<file path="src/rtl/totient_pkg.sv">
`default_nettype none
// ============================================================================
// Module      : totient_pkg
// Description : Shared types and segment constants for the totient sequencer.
// Revision    : 1.0 - initial release
// ============================================================================
package totient_pkg;

    typedef enum logic [1:0] {
        IDLE  = 2'd0,
        RUN   = 2'd1,
        PAUSE = 2'd2
    } state_t;

    localparam int IDX_W = 4;

    // Patterns are {A,B,C,D,E,F,G}, active high.
    localparam logic [6:0] SEG_1   = 7'b0110000;
    localparam logic [6:0] SEG_2   = 7'b1101101;
    localparam logic [6:0] SEG_4   = 7'b0110011;
    localparam logic [6:0] SEG_6   = 7'b1011111;
    localparam logic [6:0] SEG_8   = 7'b1111111;
    localparam logic [6:0] SEG_A   = 7'b1110111;
    localparam logic [6:0] SEG_C   = 7'b1001110;
    localparam logic [6:0] SEG_OFF = 7'b0000000;

endpackage : totient_pkg
`default_nettype wire

</file>
<file path="src/rtl/totient_seq_ctrl_if.sv">
`default_nettype none
// ============================================================================
// Module      : totient_seq_ctrl_if
// Description : Control inputs and display outputs of the totient sequencer.
// Revision    : 1.0 - initial release
// ============================================================================
interface totient_seq_ctrl_if;
    import totient_pkg::*;

    logic             start;
    logic             stop;
    logic             step;
    logic             dir;
    logic             load;
    logic [IDX_W-1:0] load_val;
    logic             blank;
    logic [IDX_W-1:0] idx;
    logic [3:0]       phi;
    logic             A, B, C, D, E, F, G;
    logic             busy;
    logic             wrap;

    modport master (
        output start, stop, step, dir, load, load_val, blank,
        input  idx, phi, A, B, C, D, E, F, G, busy, wrap
    );

    modport slave (
        input  start, stop, step, dir, load, load_val, blank,
        output idx, phi, A, B, C, D, E, F, G, busy, wrap
    );

endinterface : totient_seq_ctrl_if
`default_nettype wire

</file>
<file path="src/rtl/totient_seg_rom.sv">
`default_nettype none
// ============================================================================
// Module      : totient_seg_rom
// Description : Combinational lookup idx -> phi(idx+1) and its segment pattern.
// Revision    : 1.0 - initial release
// ============================================================================
module totient_seg_rom
    import totient_pkg::*;
(
    input  logic [IDX_W-1:0] i_idx,
    output logic [3:0]       o_phi,
    output logic [6:0]       o_seg
);

    always_comb begin
        o_phi = 4'd1;
        case (i_idx)
            4'd0:    o_phi = 4'd1;
            4'd1:    o_phi = 4'd1;
            4'd2:    o_phi = 4'd2;
            4'd3:    o_phi = 4'd2;
            4'd4:    o_phi = 4'd4;
            4'd5:    o_phi = 4'd2;
            4'd6:    o_phi = 4'd6;
            4'd7:    o_phi = 4'd4;
            4'd8:    o_phi = 4'd6;
            4'd9:    o_phi = 4'd4;
            4'd10:   o_phi = 4'd10;
            4'd11:   o_phi = 4'd4;
            4'd12:   o_phi = 4'd12;
            4'd13:   o_phi = 4'd6;
            4'd14:   o_phi = 4'd8;
            default: o_phi = 4'd8;
        endcase
    end

    always_comb begin
        o_seg = SEG_OFF;
        case (o_phi)
            4'd1:    o_seg = SEG_1;
            4'd2:    o_seg = SEG_2;
            4'd4:    o_seg = SEG_4;
            4'd6:    o_seg = SEG_6;
            4'd8:    o_seg = SEG_8;
            4'd10:   o_seg = SEG_A;
            4'd12:   o_seg = SEG_C;
            default: o_seg = SEG_OFF;
        endcase
    end

endmodule : totient_seg_rom
`default_nettype wire

</file>
<file path="src/rtl/totient_seq_ctrl.sv">
`default_nettype none
// ============================================================================
// Module      : totient_seq_ctrl
// Description : Run/pause/step sequencer driving the Euler-totient display.
// Revision    : 1.0 - initial release
// ============================================================================
module totient_seq_ctrl
    import totient_pkg::*;
#(
    parameter int TICK_DIV = 4,
    parameter int PS_W     = 8
)(
    input  logic               CLK_LABEL,
    input  logic               R,
    totient_seq_ctrl_if.slave  bus
);

    localparam logic [PS_W-1:0] c_PS_MAX = PS_W'(TICK_DIV - 1);

    state_t           r_state;
    state_t           w_next_state;
    logic [PS_W-1:0]  r_ps;
    logic [PS_W-1:0]  w_ps_next;
    logic [IDX_W-1:0] r_idx;
    logic [IDX_W-1:0] w_idx_next;
    logic [IDX_W-1:0] w_idx_adv;
    logic             r_wrap;
    logic             w_wrap_next;
    logic             w_adv;
    logic [3:0]       w_phi;
    logic [6:0]       w_seg;

    always_ff @(posedge CLK_LABEL) begin
        if (R) begin
            r_state <= IDLE;
            r_ps    <= '0;
            r_idx   <= '0;
            r_wrap  <= 1'b0;
        end else begin
            r_state <= w_next_state;
            r_ps    <= w_ps_next;
            r_idx   <= w_idx_next;
            r_wrap  <= w_wrap_next;
        end
    end

    always_comb begin
        w_next_state = r_state;
        w_ps_next    = r_ps;
        w_idx_next   = r_idx;
        w_wrap_next  = 1'b0;
        w_adv        = 1'b0;
        w_idx_adv    = bus.dir ? (r_idx - IDX_W'(1)) : (r_idx + IDX_W'(1));

        // stop dominates start in every state, so IDLE with both goes to PAUSE
        case (r_state)
            IDLE: begin
                if (bus.stop)       w_next_state = PAUSE;
                else if (bus.start) w_next_state = RUN;
            end
            RUN: begin
                if (bus.stop)       w_next_state = PAUSE;
            end
            PAUSE: begin
                if (!bus.stop && bus.start) w_next_state = RUN;
            end
            default: w_next_state = IDLE;
        endcase

        if (r_state == RUN) begin
            if (r_ps == c_PS_MAX) begin
                w_adv     = 1'b1;
                w_ps_next = '0;
            end else begin
                w_ps_next = r_ps + PS_W'(1);
            end
        end else begin
            w_adv = bus.step;
        end

        if ((r_state != RUN) && (w_next_state == RUN)) w_ps_next = '0;

        if (bus.load) begin
            w_idx_next = bus.load_val;
            w_ps_next  = '0;
        end else if (w_adv) begin
            w_idx_next  = w_idx_adv;
            w_wrap_next = bus.dir ? (r_idx == '0) : (r_idx == '1);
        end
    end

    totient_seg_rom u_rom (
        .i_idx (r_idx),
        .o_phi (w_phi),
        .o_seg (w_seg)
    );

    assign bus.idx  = r_idx;
    assign bus.phi  = w_phi;
    assign bus.busy = (r_state == RUN);
    assign bus.wrap = r_wrap;
    assign {bus.A, bus.B, bus.C, bus.D, bus.E, bus.F, bus.G} = bus.blank ? SEG_OFF : w_seg;

endmodule : totient_seq_ctrl
`default_nettype wire

</file>
<file path="src/flat_wrapper.sv">
// flat-port wrapper written by rule: the top's interface ports become plain ports
module totient_seq_ctrl_flat import totient_pkg::*;
#(
    parameter int TICK_DIV = 4,
    parameter int PS_W     = 8
)
  (CLK_LABEL, R, bus_start, bus_stop, bus_step, bus_dir, bus_load, bus_load_val, bus_blank, bus_idx, bus_phi, bus_A, bus_B, bus_C, bus_D, bus_E, bus_F, bus_G, bus_busy, bus_wrap);
  totient_seq_ctrl_if bus_i ();
  input  logic CLK_LABEL;
  input  logic R;
  input wire logic [$bits(bus_i.start)-1:0] bus_start;
  input wire logic [$bits(bus_i.stop)-1:0] bus_stop;
  input wire logic [$bits(bus_i.step)-1:0] bus_step;
  input wire logic [$bits(bus_i.dir)-1:0] bus_dir;
  input wire logic [$bits(bus_i.load)-1:0] bus_load;
  input wire logic [$bits(bus_i.load_val)-1:0] bus_load_val;
  input wire logic [$bits(bus_i.blank)-1:0] bus_blank;
  output wire logic [$bits(bus_i.idx)-1:0] bus_idx;
  output wire logic [$bits(bus_i.phi)-1:0] bus_phi;
  output wire logic [$bits(bus_i.A)-1:0] bus_A;
  output wire logic [$bits(bus_i.B)-1:0] bus_B;
  output wire logic [$bits(bus_i.C)-1:0] bus_C;
  output wire logic [$bits(bus_i.D)-1:0] bus_D;
  output wire logic [$bits(bus_i.E)-1:0] bus_E;
  output wire logic [$bits(bus_i.F)-1:0] bus_F;
  output wire logic [$bits(bus_i.G)-1:0] bus_G;
  output wire logic [$bits(bus_i.busy)-1:0] bus_busy;
  output wire logic [$bits(bus_i.wrap)-1:0] bus_wrap;
  assign bus_i.start = bus_start;
  assign bus_i.stop = bus_stop;
  assign bus_i.step = bus_step;
  assign bus_i.dir = bus_dir;
  assign bus_i.load = bus_load;
  assign bus_i.load_val = bus_load_val;
  assign bus_i.blank = bus_blank;
  assign bus_idx = bus_i.idx;
  assign bus_phi = bus_i.phi;
  assign bus_A = bus_i.A;
  assign bus_B = bus_i.B;
  assign bus_C = bus_i.C;
  assign bus_D = bus_i.D;
  assign bus_E = bus_i.E;
  assign bus_F = bus_i.F;
  assign bus_G = bus_i.G;
  assign bus_busy = bus_i.busy;
  assign bus_wrap = bus_i.wrap;
  totient_seq_ctrl #(.TICK_DIV(TICK_DIV), .PS_W(PS_W)) u_core (.CLK_LABEL(CLK_LABEL), .R(R), .bus(bus_i));
endmodule
</file>
<file path="config.mk">
export PLATFORM = sky130hd
export DESIGN_NAME = totient_seq_ctrl_flat
export DESIGN_NICKNAME = d
export VERILOG_FILES = /design/src/rtl/totient_pkg.sv /design/src/rtl/totient_seq_ctrl_if.sv /design/src/rtl/totient_seg_rom.sv /design/src/rtl/totient_seq_ctrl.sv /design/src/flat_wrapper.sv
export SDC_FILE = /design/constraint.sdc
export NUM_CORES = 1
export LEC_CHECK = 0
export ABC_CLOCK_PERIOD_IN_PS = 4800
export CORE_UTILIZATION = 53
export CTS_CLUSTER_SIZE = 25
export DETAILED_ROUTE_END_ITERATION = 6
export PLACE_DENSITY = 0.91
export SYNTH_ARGS = -nofsm -noshare
export SYNTH_HDL_FRONTEND = slang
export SYNTH_SLANG_ARGS = --single-unit
</file>
<file path="constraint.sdc">
create_clock -name CLK_LABEL -period 4.8 [get_ports CLK_LABEL]
set_input_delay 0.96 -clock CLK_LABEL [delete_from_list [all_inputs] [get_ports CLK_LABEL]]
set_output_delay 0.96 -clock CLK_LABEL [all_outputs]
set_load 0.05 [all_outputs]
</file>
==> flow_summary.yaml <==
yosys:
  synth_common_cells: "22 x nor2_1, 19 x dfxtp_1, 8 x ha_1, 8 x nand2_1, 8 x xor2_1"
  synth_area_leaders: "dfxtp_1 30%, ha_1 8.0%, nor2_1 6.6%"
  syn_area_um2: 1250
  synth-edff-count: 0
  netlist_instances: 143
  yosysTopAreaCellShare: 0.304
  synth.avg_cell_area_um2: 8.75
  ys_types: 40
  synth_ff_type: "dfxtp_1"
  yosysSeqAreaShare: 0.304
  synth_most_common_cell: "nor2_1"
  ys_ff_latch: 19
  syn_nets: 164
  synth_top_area_cell: "dfxtp_1"
  synthArstFlopShare: 0
  ys_warn_count: 0
route:
  routedWlPerCell_um: 14.2
  drc_errors: 0
  detail-route-antenna-nets: 0
  drtIter0Drc: 17
  wl_um: 2780
  dr.pass1.iters: 7
  vias: 1130
  vias_per_cell: 5.77
timing:
  fin_crit_ns: 3.77
  finalHoldViolCount: 0
  clock_skew_ns: 0.00510
  slew_violations: 0
  relSlewSlack: 0.602
  hold_slack_ns: 0.463
  rsz0062_at_grt: "false"
  fmaxAchievable_mhz: 265
  fin_setup_tns_ns: 0
  worstMarginPinSlew_ns: 0.595
  period_share: 0.785
  setup_violations: 0
cts:
  clk_latency_ns: 0.32
  cts_tree: "yes"
  numCtsBuffers: 3
  clock_sinks: 19
  postCtsSetupBuffers: 0
  clockBufferDepth: 2
  cts_resized: 0
  clockRootBuffer: "clkbuf_4"
  clkTransAtPathRegs_ns: 0.11
  cts_hold_buf: 0
  h-tree-depth: 1
outcome:
  outcome: "finished clean"
hold_path:
  hold_path_class: "register to register"
layout:
  layout.nets: 190
  layout-drive-gt1-share: 0.0774
  area_growth_pct: 24.8
  instances_no_fill: 196
  diodes: 0
grt:
  antenna_found_initial: 0
  grtUsageTotal: 0.248
  first_global_vias: 1075
  grt_max_degree: 13
  grt_pass1_wl_um: 4820
  grt_overflow: 0
pwr:
  finalPower_w: 0.000459
  power_density_nw_per_um2: 294
  ir_worst_vdd_mv: 0.248
  p_leak_nw: 0.622
critical_path:
  cp.required_ns: 3.84
  worstPathMaxFanout: 6
  worst_path_max_delay_cell: "clkdlybuf4s50_1"
  crit_arrival_ns: 2.81
  slowest_delay_ns: 0.90
  end_kind: "primary output"
  critical_path_class: "primary input to primary output"
  path_delay_family: "buffers and inverters"
  crit_buf_inv: 2
  cp_common_cell: "clkdlybuf4s50_1"
  critPathLaunchType: "primary input"
  path_cells: "clkdlybuf4s50_1 > a2111oi_0 > clkdlybuf4s50_1"
place:
  port_buffers: 28
  dp.cells: 192
  gp_congestion: 0.828
  dp_hpwl_um: 2110
floorplanning:
  start_util: 0.566
  num_rows: 17
  io_pins: 29
  die_y_um: 50.6
  coreArea_um2: 2210
  die_area_um2: 2560
  die_x_um: 50.6
job:
  drv_cap: 0
[layout make-up]
class                      count  area, um^2
clock inverter                 1        5.00
sequential                    19         380
timing repair buffer          28         280
tap                           28        35.0
multi-input combinational    110         812
inverter                       7        26.3
fill                         169         651
clock buffer                   3        22.5
[power by group]
| group | switching [W] | leakage [nW] | internal (W) | total, W |
|---|---|---|---|---|
| clock network | 0.0000557 | 0.0177 | 0.0000313 | 0.0000870 |
| logic | 0.000114 | 0.449 | 0.0000730 | 0.000188 |
| registers | 0.0000168 | 0.156 | 0.000167 | 0.000184 |
| total | 0.000187 | 0.622 | 0.000272 | 0.000459 |
[registers in the layout (all words and copies together) (netlist names)]
signal	count
u_core.u_rom.o_phi	4
u_core.r_ps	8
u_core.bus.wrap	1
u_core.r_state	2
u_core.bus.idx	4
[stage by stage]
stage | utilization | worst slack, ns | instance area (um^2)
2_1_floorplan | - | 0.376 | 1250
3_3_place_gp | 0.693 | 1.17 | 1530
5_1_grt | 0.706 | 0.949 | 1560
6_report | 0.706 | 1.03 | 1560
4_1_cts | 0.706 | 1.09 | 1560
3_5_place_dp | 0.693 | 1.10 | 1530
[per-layer routing]
layer | global-route usage | wire, um | up-vias
li1 | - | - | 556
met4 | 0.0972 | 47 | 0
met2 | 0.469 | 1470 | 37
met1 | 0.277 | 1170 | 530
met5 | 0 | 0 | -
met3 | 0.0303 | 94 | 7
[layout by cell type, fill, tap and decap left out, types with 2 or more instances in the layout]
cell type	count
o21a_1	2
and3_1	3
xnor2_1	4
nand2b_1	2
clkdlybuf4s50_1	28
nor2b_1	3
nor4_1	4
nand2_1	8
nand3_1	2
mux2i_1	7
xor2_1	8
a2111oi_0	2
nor3_1	5
dfxtp_1	19
ha_1	8
a21oi_1	6
a211oi_1	3
nor2_1	22
clkbuf_4	3
inv_1	6
nand4_1	4
[final timing paths]
check	from	endpoint	slack [ns]	depth (start not counted)
min	u_core.r_state[0]$_SDFF_PP0_	u_core.r_state[1]$_SDFF_PP0_	0.46	1
max	bus_blank	bus_G	1.03	3
max reg2reg	u_core.r_ps[5]$_SDFFE_PP0P_	u_core.u_rom.o_phi[1]$_DFF_P_	2.19	11
min reg2reg	u_core.r_state[0]$_SDFF_PP0_	u_core.r_state[1]$_SDFF_PP0_	0.46	1
[worst reg2reg max path, delay by kind of cell (launching register included)]
kind,cells,cell delay [ns]
AOI/OAI and AO/OA,1,0.29
xor gates and xnor gates,1,0.18
adders and majority gates,1,0.20
DFF,1,0.37
muxes,3,0.38
and+or+nand+nor,5,1.08
[kinds of logic after synthesis]
| kind of cell | after synthesis | synth area share |
|---|---|---|
| adders and majority gates | 9 | 0.0960 |
| muxes | 8 | 0.0680 |
| DFF | 19 | 0.304 |
| and+or+nand+nor | 58 | 0.233 |
| AOI/OAI and AO/OA | 23 | 0.168 |
| buffers and inverters | 14 | 0.0470 |
| xor gates and xnor gates | 12 | 0.0840 |
Power figures use the tool's default switching activity.
